File: config.mk
export PLATFORM = sky130hd
export DESIGN_NAME = gshare_predictor
export DESIGN_NICKNAME = d
export VERILOG_FILES = /design/src/rtl/gshare_predictor.sv
export SDC_FILE = /design/constraint.sdc
export NUM_CORES = 1
export LEC_CHECK = 0
export BUFFER_PORTS_ARGS = -buffer_cell sky130_fd_sc_hd__buf_2
export CORE_ASPECT_RATIO = 0.6
export CORE_UTILIZATION = 35
export CTS_BUF_LIST = sky130_fd_sc_hd__clkbuf_8
export DETAILED_ROUTE_END_ITERATION = 7
export PLACE_DENSITY = 0.52
export SKIP_LAST_GASP = 1
export SLEW_MARGIN = 20
export SYNTH_ARGS = -nofsm -noshare
export SYNTH_HDL_FRONTEND = slang
export SYNTH_SLANG_ARGS = --single-unit
File: constraint.sdc
create_clock -name clk -period 22.4 [get_ports clk]
set_input_delay 1.12 -clock clk [delete_from_list [all_inputs] [get_ports clk]]
set_output_delay 1.12 -clock clk [all_outputs]
set_load 0.01 [all_outputs]
File: src/rtl/gshare_predictor.sv
// Gshare/bimodal branch direction predictor with a pending-branch table that
// trains 2-bit PHT counters from CDB results and repairs the GHR on mispredicts.
module gshare_predictor #(
  parameter int PHT_IDX_W = 6,
  parameter int HIST_W    = 6,
  parameter int DEPTH     = 16,
  parameter int TAG_W     = 4,
  parameter int MODE      = 1
) (
  input  logic                 clk,
  input  logic                 rst,
  input  logic                 rdy,
  input  logic [31:0]          query_pc,
  output logic                 jump,
  input  logic                 alloc_valid,
  input  logic [TAG_W-1:0]     alloc_tag,
  input  logic [TAG_W+32:0]    cdb,
  input  logic                 flush,
  output logic                 full,
  output logic                 mispredict,
  output logic [TAG_W-1:0]     mispredict_tag
);

  localparam int PHT_N  = 1 << PHT_IDX_W;
  localparam int SLOT_W = (DEPTH > 1) ? $clog2(DEPTH) : 1;

  logic [1:0]           pht_q  [PHT_N];
  logic [1:0]           pht_d  [PHT_N];
  logic [HIST_W-1:0]    ghr_q, ghr_d;
  logic [DEPTH-1:0]     busy_q, busy_d;
  logic [DEPTH-1:0]     pred_q, pred_d;
  logic [TAG_W-1:0]     tag_q  [DEPTH];
  logic [TAG_W-1:0]     tag_d  [DEPTH];
  logic [PHT_IDX_W-1:0] idx_q  [DEPTH];
  logic [PHT_IDX_W-1:0] idx_d  [DEPTH];
  logic [HIST_W-1:0]    snap_q [DEPTH];
  logic [HIST_W-1:0]    snap_d [DEPTH];
  logic                 mispredict_q, mispredict_d;
  logic [TAG_W-1:0]     mtag_q, mtag_d;

  logic [PHT_IDX_W-1:0] ghr_ext, lookup_idx;
  logic                 cdb_valid, cdb_taken;
  logic [TAG_W-1:0]     cdb_tag;
  logic [SLOT_W-1:0]    free_idx, res_idx;
  logic                 res_hit;
  logic [HIST_W-1:0]    res_snap;
  logic                 res_pred;
  logic [PHT_IDX_W-1:0] res_pidx;
  logic [1:0]           res_ctr, res_ctr_upd;
  logic [HIST_W-1:0]    ghr_alloc, ghr_restore;
  logic                 unused_pc_bits;

  assign ghr_ext    = PHT_IDX_W'(ghr_q);
  assign lookup_idx = query_pc[PHT_IDX_W+1:2] ^ ((MODE == 1) ? ghr_ext : '0);
  assign jump       = pht_q[lookup_idx][1];
  assign full       = &busy_q;

  assign unused_pc_bits = ^{query_pc[31:PHT_IDX_W+2], query_pc[1:0]};

  assign cdb_valid = cdb[TAG_W+32];
  assign cdb_tag   = cdb[TAG_W+31:32];
  assign cdb_taken = |cdb[31:0];

  // Descending scan so the lowest matching index is the one that sticks.
  always_comb begin
    free_idx = '0;
    res_idx  = '0;
    res_hit  = 1'b0;
    for (int i = DEPTH - 1; i >= 0; i--) begin
      if (!busy_q[i]) free_idx = SLOT_W'(i);
      if (cdb_valid && busy_q[i] && (tag_q[i] == cdb_tag)) begin
        res_hit = 1'b1;
        res_idx = SLOT_W'(i);
      end
    end
  end

  assign res_snap = snap_q[res_idx];
  assign res_pred = pred_q[res_idx];
  assign res_pidx = idx_q[res_idx];
  assign res_ctr  = pht_q[res_pidx];

  always_comb begin
    res_ctr_upd = res_ctr;
    if (cdb_taken) begin
      if (res_ctr != 2'b11) res_ctr_upd = res_ctr + 2'd1;
    end else begin
      if (res_ctr != 2'b00) res_ctr_upd = res_ctr - 2'd1;
    end
  end

  if (HIST_W > 1) begin : g_hist_shift
    assign ghr_alloc   = {ghr_q[HIST_W-2:0], jump};
    assign ghr_restore = {res_snap[HIST_W-2:0], cdb_taken};
  end else begin : g_hist_bit
    assign ghr_alloc   = jump;
    assign ghr_restore = cdb_taken;
  end

  always_comb begin
    pht_d        = pht_q;
    ghr_d        = ghr_q;
    busy_d       = busy_q;
    pred_d       = pred_q;
    tag_d        = tag_q;
    idx_d        = idx_q;
    snap_d       = snap_q;
    mispredict_d = mispredict_q;
    mtag_d       = mtag_q;
    if (rdy) begin
      mispredict_d = 1'b0;
      if (alloc_valid && !full && !flush) begin
        busy_d[free_idx] = 1'b1;
        pred_d[free_idx] = jump;
        tag_d[free_idx]  = alloc_tag;
        idx_d[free_idx]  = lookup_idx;
        snap_d[free_idx] = ghr_q;
        ghr_d            = ghr_alloc;
      end
      if (res_hit) begin
        busy_d[res_idx] = 1'b0;
        pht_d[res_pidx] = res_ctr_upd;
        if (cdb_taken != res_pred) begin
          mispredict_d = 1'b1;
          mtag_d       = tag_q[res_idx];
          // Restore overrides the allocation shift; a flush keeps the GHR as is.
          if (!flush) ghr_d = ghr_restore;
        end
      end
      if (flush) busy_d = '0;
    end
  end

  always_ff @(posedge clk or posedge rst) begin
    if (rst) begin
      for (int i = 0; i < PHT_N; i++) pht_q[i] <= 2'b01;
      for (int i = 0; i < DEPTH; i++) begin
        tag_q[i]  <= '0;
        idx_q[i]  <= '0;
        snap_q[i] <= '0;
      end
      ghr_q        <= '0;
      busy_q       <= '0;
      pred_q       <= '0;
      mispredict_q <= 1'b0;
      mtag_q       <= '0;
    end else begin
      pht_q        <= pht_d;
      ghr_q        <= ghr_d;
      busy_q       <= busy_d;
      pred_q       <= pred_d;
      tag_q        <= tag_d;
      idx_q        <= idx_d;
      snap_q       <= snap_d;
      mispredict_q <= mispredict_d;
      mtag_q       <= mtag_d;
    end
  end

  assign mispredict     = mispredict_q;
  assign mispredict_tag = mtag_q;

endmodule

* After elaboration in Yosys (flattened, before gate mapping)
Index checks and enable logic that the tools add are counted.
** Storage, ports and cells
- Flip-flop bits (word level) :: 427
- Input bits :: 78
** Operators by class
- Add/subtract/negate cells :: 2
- Order comparisons :: 10
- Eq/ne operators :: 18
- Mux-type cells :: 93
- Bitwise gates (word level) :: 8
- Reduce and logical (&&, ||, !) cells :: 46
** Operators with widths (count)
- $bwmux 96 :: 2
- $mux 4 :: 35
- $bwmux 128 :: 1
- $bwmux 64 :: 1
- $eq 4x4->1 :: 16
- $mux 16 :: 4
- $bmux 6 s4 :: 2
- $mux 6 :: 7
- $logic_and 1x1->1 :: 38
- $reduce_or 32->1 :: 1
- $bmux 2 s6 :: 2
- $demux 6 s4 :: 1
- $mux 1 :: 21
- $and 16x16->16 :: 1
- $bmux 4 s4 :: 1
- $bwmux 16 :: 1
- $demux 4 s4 :: 1
- $mux 2 :: 8
- $not 16->16 :: 1
- $or 16x16->16 :: 1
- $reduce_and 16->1 :: 1
- $ge 7x7->1 const B :: 2
- $not 6->7 :: 2
- $demux 2 s6 :: 1
- other kinds (18) :: 26

* Logic depth before layout (Yosys ltp)
- Depth after elaboration :: 30
- Depth in mapped cells :: 24
- Gate-level depth less buffers :: 16

* Worst setup path before layout
Ideal clock, no wire load.
- Path type :: input to register
- Start point :: input port cdb[33]
- End point :: register pht_q[11] (netlist bit)
- Arrival :: 5.405 ns
- Required time :: 22.275 ns
- Path slack :: 16.870 ns
- Stages on the path :: 19
- Cells stage by stage :: buf_4 > buf_4 > a221o_1 > or4_1 > buf_2 > a21oi_2 > nor2_1 > a21oi_2 > buf_2 > mux2i_1 > o2bb2ai_1 > a32oi_1 > nand2_1 > mux2_2 > a311oi_2 > nand4_1 > maj3_4 > buf_6 > mux2_2
** Between the ends
- Longest elaborated chain between the ends :: 30
** Ends and longest elaborated chain
- start: declaration :: line 17 : input logic [TAG_W+32:0] cdb,
- $eq 4x4->1 :: line 71 : if (cdb_valid && busy_q[i] && (tag_q[i] == cdb_tag)) begin
- $logic_and 1x1->1 :: line 71
- $mux 4 (16 in series) :: line 71
- $not 4->5 (not written as such) :: line 80 : assign res_pidx = idx_q[res_idx];
- $bmux 6 s4 :: line 80
- $mux 6 (not written as such) (2 in series) :: line 80
- $not 6->7 (not written as such) :: line 81, 122
- $bmux 2 s6 :: line 81 : assign res_ctr = pht_q[res_pidx];
- $mux 2 (not written as such) (2 in series) :: line 81
- $sub 2x1->2 (tied with other cells) :: line 88 : if (res_ctr != 2'b00) res_ctr_upd = res_ctr - 2'd1;
- $mux 2, on equally long branches :: line 88, 86
- $mux 2 :: line 85 : if (cdb_taken) begin
- $bwmux 128 :: line 122 : pht_d[res_pidx] = res_ctr_upd;
- end signal: assignment :: line 148 : pht_q <= pht_d;
- end: declaration :: line 27 : logic [1:0] pht_q [PHT_N];
Parallel ways exist; a longest one is shown, timed or not. The select of a mux whose other input is x is not followed.
A chain may end at the register's enable or synchronous reset.

* Worst setup path in the final report
- Start point :: input port cdb[35]
- End point :: register pht_q[58] (netlist bit)
The elaborated chain is that of the path after synthesis.

==> metrics.cfg <==
[logic_synthesis]
synth_common_cells=347 x dfrtp_1, 294 x mux2_2, 227 x nand2_1
synth.top_cell.area_share=0.408
ys.flop_type=dfrtp_1
synth-simple-area-share=0.117
synth_cells=1926
synth_fa_ha_area_frac=0.00129
ys_seq_elements=411
ys_types=89
syn_nets=2004
synth_top_family_by_area=multiplexers
synth_top_cell_by_area=dfrtp_1
synth_compound_area_frac=0.110
mappedNetlistArea_um2=21300
postSynth.asyncResetShare=1.00
synthMuxAreaShare=0.218
synth.area.top_cells=dfrtp_1 41%, mux2_2 16%, dfstp_2 7.9%
syn_area_per_cell_um2=11.0
synth_edf_count=0
synth_seq_area_share=0.487
yosysMostFrequentCell=dfrtp_1
synth_warnings=0
synth_xor_area_frac=0.0255

[clock_tree]
clk_latency_ns=0.68
cts_tree=done
clkSlewWorstSetupHoldPaths_ns=0.06
cts_resized=0
cts-hold-fix-buffers=0
clkSinkCount=411
cts_max_level=3
cts_buffer_depth=3
cts-root-buf=clkbuf_8
cts_setup_buffers=0
cts_buffers=69

[place]
io_buffers=58
gp_congestion=0.877
dpl.hpwl_mm=43.2
place_ws_ns=14.36

[drt]
detailedRoute.firstPassIterationCount=7
drc_errors=0
ant_nets=0
post_drt_wl_per_cell_um=23.5
drt_iter0_drc=1647
routed-via-count=15874
routed_wl_mm=66.1
vias_per_cell=5.65

[setup_path]
startpoint_type=primary input
critical_path.max_fanout=64
crit_type=primary input to flop
critPathRequiredTime_ns=22.98
cp.arrival_ns=8.06
worst_setup_path_end_kind=flop

[timing]
fin_skew_ns=0.0348
min_period_ns=7.47
finalCritPeriodShare=0.334
setup_slack_ns=14.93
max_slew_margin=0.281
fmax_mhz=134
setup_tns_ns=0
finalHoldViolations=0
setup_viol=0
slew_violations=0
tightest_slew_ns=1.07
rsz0062_at_grt=false

[die]
die_width_um=320
io_pins=85
start_util=0.357
core-area_um2=59700
die_area_um2=61800
num_rows=69
die_h_um=193

[power_and_ir_drop]
ir_worst_vdd_v=0.0000696
power_density_nw_per_um2=82.2
p_leak_nw=10.9

[worst_hold_path]
hold_path_class=primary input to async pin

[global_route]
grt_max_degree=141
grt_usage=0.217
grt_first_pass_wirelength_mm=101
grt_pass1_vias=15828
met2_usage=0.287
grt_antenna_before_repair=2
grt_busiest_layer=met1
met1_usage=0.334
grt_use_met3=0.0678
grt-ovfl-total=0

[flow_run]
drv_cap=0

[status]
outcome=complete, no violations

[finish]
drive_gt1_frac=0.318
nets=2024
fill_cells=5788
areaGrowthSynthToFinish_pct=11.2
utilization=0.396

-- power breakdown --
part / switching, W / internal (W)
registers: 0.0000456 / 0.000798
clock network: 0.000321 / 0.000359
logic: 0.000279 / 0.000141
-- cell usage in the layout (no fill, tap or decap), types with 5 or more instances in the layout --
cell and count:
a2bb2oi_1 6, nor3_1 22, o22a_1 9, buf_4 40
nand4_1 32, o211ai_1 9, inv_1 48, and4_1 12
nor3_2 6, nor2_1 146, mux2i_1 85, a22oi_1 9
a222oi_1 37, clkbuf_8 90, nor2b_1 5, o221ai_1 6
dfstp_2 64, mux4_2 21, or2_2 10, nor4_1 11
xnor2_1 14, mux2_2 294, nand2b_1 6, nand2_1 227
dfrtp_1 347, buf_2 58, xor2_1 42, o22ai_1 42
o21ai_0 68, a211oi_1 5, o32ai_1 6, a31oi_1 13
nand3_1 21, xnor2_2 5, a21oi_1 76
-- routing by layer --
metal	vias up	part of all wire
met3	93	0.090
met2	572	0.39
met4	0	0.016
li1	7039	-
met5	-	0
met1	8170	0.50
-- state kept, by name, indices dropped and copies added, names as in the netlist --
register,count
tag_q,64
snap_q,80
idx_q,96
busy_q,16
pred_q,16
mispredict_tag,4
ghr_ext,6
mispredict,1
pht_q,128
-- final cells by class --
| class | count | area, um2 | area share |
|---|---|---|---|
| sequential | 411 | 10400 | 0.438 |
| multi-input combinational | 1336 | 10100 | 0.429 |
| clock buffer | 90 | 1240 | 0.0524 |
| tap | 816 | 1020 | 0.0432 |
| timing repair buffer | 99 | 618 | 0.0261 |
| clock inverter | 30 | 135 | 0.00572 |
| inverter | 29 | 116 | 0.00492 |
| antenna | 1 | 2.50 | 0.000106 |
-- worst max-delay path, stage by stage --
cell and delay [ns]:
buf_2 0.43, inv_2 0.11, a221o_1 0.37, or4_1 0.65, a21oi_2 0.19, nor2_1 0.10
a21oi_4 0.65, buf_4 0.56, mux2i_1 0.26, o2bb2ai_1 0.12, a32oi_1 0.70, nand4_1 0.76
o22ai_1 0.60, nand2_1 0.13, and4_1 0.23, maj3_4 0.61, mux2_2 0.39
-- kinds of logic (layout without fill, tap and decap cells) --
group	count (synthesis)	in the layout
buf+inv	179	248
other cells	0	1
xor+xnor	62	62
compound gates	336	336
flops	411	411
simple gates	536	536
mux	400	400
fa+ha+maj	2	2
-- path summary, 6_finish.rpt --
check	endpoint	slack, ns	from	cells past startpoint
worst max-delay path	pht_q[58]	14.93	cdb[35]	17
min in group clk	mispredict_tag[2]	0.48	mispredict_tag[2]	2
worst max register to register	pht_q[58]	15.44	tag_q[52]	16
max in group asynchronous	snap_q[24]	19.40	rst	5
worst min-delay path	idx_q[37]	0.43	rst	2
worst min register to register	mispredict_tag[2]	0.48	mispredict_tag[2]	2
-- stage by stage --
stage	cells	instance area [um2]	power, W	hold slack (ns)
detailed placement	2690	22200	0.00127	0.468
global placement	2690	22200	0.00126	0.456
finish	2812	23600	0.00194	0.432
CTS	2810	23600	0.00196	0.483
floorplan	1926	21300	0.00117	0.442
global route	2812	23600	0.00204	0.416
(Power assumes the default switching activity.)
